`config.mk`:
```
export PLATFORM = sky130hd
export DESIGN_NAME = param_down_counter
export DESIGN_NICKNAME = d
export VERILOG_FILES = /design/src/rtl/param_down_counter.sv
export SDC_FILE = /design/constraint.sdc
export NUM_CORES = 1
export LEC_CHECK = 0
export BUFFER_PORTS_ARGS = -buffer_cell sky130_fd_sc_hd__clkbuf_2
export CAP_MARGIN = 20
export CELL_PAD_IN_SITES_DETAIL_PLACEMENT = 0
export CELL_PAD_IN_SITES_GLOBAL_PLACEMENT = 2
export CORE_AREA = 2 2 56 85
export CTS_BUF_LIST = sky130_fd_sc_hd__clkbuf_8
export CTS_CLUSTER_DIAMETER = 120
export CTS_CLUSTER_SIZE = 25
export DETAILED_ROUTE_END_ITERATION = 6
export DIE_AREA = 0 0 58 87
export PLACE_DENSITY = 0.75
export SLEW_MARGIN = 20
export SYNTH_ARGS = -nofsm -noshare
export SYNTH_HDL_FRONTEND = slang
export SYNTH_SLANG_ARGS = --single-unit
```
`constraint.sdc`:
```
create_clock -name clk -period 8.4 [get_ports clk]
set_clock_uncertainty 0.05 [all_clocks]
set_input_delay 2.1 -clock clk [delete_from_list [all_inputs] [get_ports clk]]
set_output_delay 2.1 -clock clk [all_outputs]
set_load 0.005 [all_outputs]
```
`src/rtl/param_down_counter.sv`:
```
// rtl/param_down_counter.sv - loadable down-counter with run-time wrap/saturate underflow handling
module param_down_counter #(
    parameter int                 WIDTH   = 16,
    parameter logic [WIDTH-1:0]   RST_VAL = '0
) (
    input  logic             clk,
    input  logic             rst,
    input  logic             load,
    input  logic [WIDTH-1:0] load_val,
    input  logic             en,
    input  logic [WIDTH-1:0] step,
    input  logic             sat,
    output logic [WIDTH-1:0] q,
    output logic             zero,
    output logic             borrow
);

    logic [WIDTH-1:0] q_q, q_d;
    logic             borrow_q, borrow_d;
    logic [WIDTH-1:0] diff;
    logic [WIDTH:0]   bw;
    logic             underflow;

    // Ripple-borrow chain; the MSB borrow-out is the underflow flag.
    assign bw[0] = 1'b0;
    for (genvar i = 0; i < WIDTH; i++) begin : g_fs
        assign diff[i]  = q_q[i] ^ step[i] ^ bw[i];
        assign bw[i+1]  = (~q_q[i] & step[i]) | (~(q_q[i] ^ step[i]) & bw[i]);
    end
    assign underflow = bw[WIDTH];

    always_comb begin
        q_d      = q_q;
        borrow_d = 1'b0;
        if (load) begin
            q_d = load_val;
        end else if (en) begin
            if (underflow) begin
                borrow_d = 1'b1;
                q_d      = sat ? '0 : diff;
            end else begin
                q_d = diff;
            end
        end
    end

    always_ff @(posedge clk or posedge rst) begin
        if (rst) begin
            q_q      <= RST_VAL;
            borrow_q <= 1'b0;
        end else begin
            q_q      <= q_d;
            borrow_q <= borrow_d;
        end
    end

    assign q      = q_q;
    assign borrow = borrow_q;
    assign zero   = (q_q == '0);

endmodule

```
==> results.ini <==
[yosys]
synth.lib_cells_used.distinct=18
synth-warning-count=0
synth.yosys.seq_area_share_pct=35.12
syn_avg_cell_area_sq_um=11.65
syn_nets=157
syn-cell-area_sq_mm=0.001211
synthCells=104
yosys_register_bits=17

[timing]
holdWs_ps=631.9
worst-slew-pin-transition_ps=663.8
timing.final.crit_period_ps=8217
timing.final.setup_violations=0
fin_ws_ps=183.5
pins_over_slew_limit=0
max_freq_ghz=0.1217
unrepaired_setup_endpoints_after_global_routing=no
setup_total_negative_slack_ps=0
timing_hold_violations_final=0
final.period_utilization_pct=97.82
timing.slew.headroom_pct=55.70

[critical_path]
worstSetupStartpointType=primary input
timing_worst_setup_path_type=in2reg
cpPeakStageDelay_ps=400
worst_ep_arrival_time_ps=8300
kind_of_cell_with_the_highest_combined_delay_on_the_critical_path=adder cells
crit_path_max_fanout=7
critPathRequiredTime_ps=8480
cpMostUsedCell=sky130_fd_sc_hd__fa_1
cp-end-kind=flip-flop
crit_slowest_cell=sky130_fd_sc_hd__fa_1
worstPathBufferInverterCount=3
crit_path_cells=clkbuf_2 > ha_1 > inv_1 > fa_1 > fa_1 > fa_2 > fa_2 > fa_2 > fa_1 > fa_1 > fa_1 > fa_1 > fa_1 > fa_1 > fa_1 > fa_1 > inv_1 > fa_1 > fa_2 > a21oi_4 > a221o_1

[clock_tree]
insertion_delay_ps=250
cts_setup_buffers=0
cts.root.buffer_cell=sky130_fd_sc_hd__clkbuf_8
cts_tree=built
cts_buffers=3
cts_sinks=17
post_cts_resized=0
cts_hold_repair.buffers=0
clk_pin_slew_worst_paths_ps=70
clock_tree.htree_level_count=1
clk_path_buf_depth=2

[grt]
first_pass_grt_wire_length_mm=4.788
met3_usage_pct=0.5944
initial_antenna_violation_count=0
gr-total-overflow=0
use_met2_pct=20.97
tot_gr_track_use_pct=12.06
grt_util_met1_pct=15.83
grt_pass1_vias=1017
busiest_layer=met2
grt_max_degree=34

[routing]
antenna_violating_nets_post_route=0
dr.first_iter.drc_count=26
route.detailed.vias_per_inst=4.737
drt_wl_total_mm=2.986
total_number_of_vias=971
drc=0
avgRoutedWirePerCell_um=14.57
drt-pass1-iter-count=4

[job]
timing.max_cap.violations=0

[final_layout]
antenna-diode-count=0
post_layout_nonfiller_instances=205
drive_gt1_share_pct=42.04
most_common_library_cell_in_the_layout_ignoring_fill_and_taps=sky130_fd_sc_hd__clkbuf_2
layout.cells.most_common_list=54 x sky130_fd_sc_hd__clkbuf_2, 20 x sky130_fd_sc_hd__inv_1, 17 x sky130_fd_sc_hd__dfrtp_1, 16 x sky130_fd_sc_hd__nor3b_1, 13 x sky130_fd_sc_hd__a221o_1
area_growth_syn_to_layout_pct=30.37
final_net_count=211
finalInstanceArea_sq_mm=0.001579
final_util_pct=36.26

[placement]
placedCellCount=200
gpl.final_weighted_congestion=0.7204
dp_slack_ps=-224.3
place.port_buffers=54
postPlaceCellArea_sq_mm=0.001506
place_hpwl_mm=2.269

[floorplan]
die_area_sq_mm=0.005046
fp-row-count=30
starting_density_pct=27.82
chipHeight_um=87
io_pins=55
die_width_um=58
core_sq_mm=0.004354

[power]
leakage_nw=0.7827
vdd_ir_drop_max_mv=0.07164
power_uw=258.5
cellPowerDensity_mw_per_mm2=163.7

[outcome]
outcome=complete, no violations

[min_path]
hold_path_class=reg2reg

-- kinds of logic after synthesis --
logic type	share of synthesized area, %
compound gates	15.19
simple gates	14.15
buf+inv	9.711
flops	35.12
fa+ha+maj	25.83
-- Yosys cell counts (all sizes together) --
master,count,area [sq um]
inv,20,75.07
and4,1,8.760
nor2,1,3.750
nand2b,1,13.76
fa,15,300.3
buf,6,38.79
a21oi,4,31.28
dfrtp,17,425.4
ha,1,12.51
nor4,4,25.02
clkbuf,1,3.750
nor3b,16,120.1
o21ai,3,15.01
a21o,1,7.510
a221o,13,130.1
-- state kept, by name, summed over array words and instances, names as in the netlist --
signal	count
borrow	1
q	16
-- worst reg2reg max path: stages (launching register included) --
cell and delay, ps:
sky130_fd_sc_hd__dfrtp_1 400, sky130_fd_sc_hd__inv_1 60, sky130_fd_sc_hd__ha_1 130, sky130_fd_sc_hd__inv_1 50, sky130_fd_sc_hd__fa_1 380, sky130_fd_sc_hd__fa_1 400
sky130_fd_sc_hd__fa_2 360, sky130_fd_sc_hd__fa_2 350, sky130_fd_sc_hd__fa_2 350, sky130_fd_sc_hd__fa_1 380, sky130_fd_sc_hd__fa_1 380, sky130_fd_sc_hd__fa_1 380
sky130_fd_sc_hd__fa_1 390, sky130_fd_sc_hd__fa_1 390, sky130_fd_sc_hd__fa_1 400, sky130_fd_sc_hd__fa_1 400, sky130_fd_sc_hd__fa_1 390, sky130_fd_sc_hd__inv_1 80
sky130_fd_sc_hd__fa_1 200, sky130_fd_sc_hd__fa_2 290, sky130_fd_sc_hd__a21oi_4 110, sky130_fd_sc_hd__a221o_1 310
-- power by group --
group / switching [mW] / internal, mW / leakage (nW) / total, mW
Combinational: 0.0415 / 0.0474 / 0.548 / 0.0888
Clock: 0.0284 / 0.0329 / 0.0255 / 0.0613
Sequential: 0.0150 / 0.0934 / 0.210 / 0.108
Total: 0.0849 / 0.174 / 0.783 / 0.259
-- path summary, 6_finish.rpt --
| kind | from | endpoint | slack, ps | cells after the start |
|---|---|---|---|---|
| worst max-delay path | step[0] | q[7]$_DFFE_PP0P_ | 180 | 21 |
| worst min-delay path | q[0]$_DFFE_PP0P_ | q[0]$_DFFE_PP0P_ | 630 | 3 |
| worst max register to register | q[0]$_DFFE_PP0P_ | q[7]$_DFFE_PP0P_ | 1650 | 21 |
| worst min register to register | q[0]$_DFFE_PP0P_ | q[0]$_DFFE_PP0P_ | 630 | 3 |
| max in group asynchronous | rst | q[13]$_DFFE_PP0P_ | 6010 | 2 |
| min in group asynchronous | rst | q[1]$_DFFE_PP0P_ | 1870 | 2 |
-- cell type report --
cell class | count | area [sq um]
clock buffer | 3 | 41.29
clock inverter | 1 | 5.005
fill | 448 | 2775
tap | 48 | 60.06
timing repair buffer | 55 | 277.8
multi-input combinational | 61 | 694.4
inverter | 20 | 75.07
sequential | 17 | 425.4
-- routing by layer --
layer | up-vias | share of wire (%)
met5 | - | 0
met4 | 0 | 0
met3 | 0 | 3.5
met2 | 30 | 55
met1 | 468 | 41
li1 | 473 | -
(Power assumes the default switching activity.)
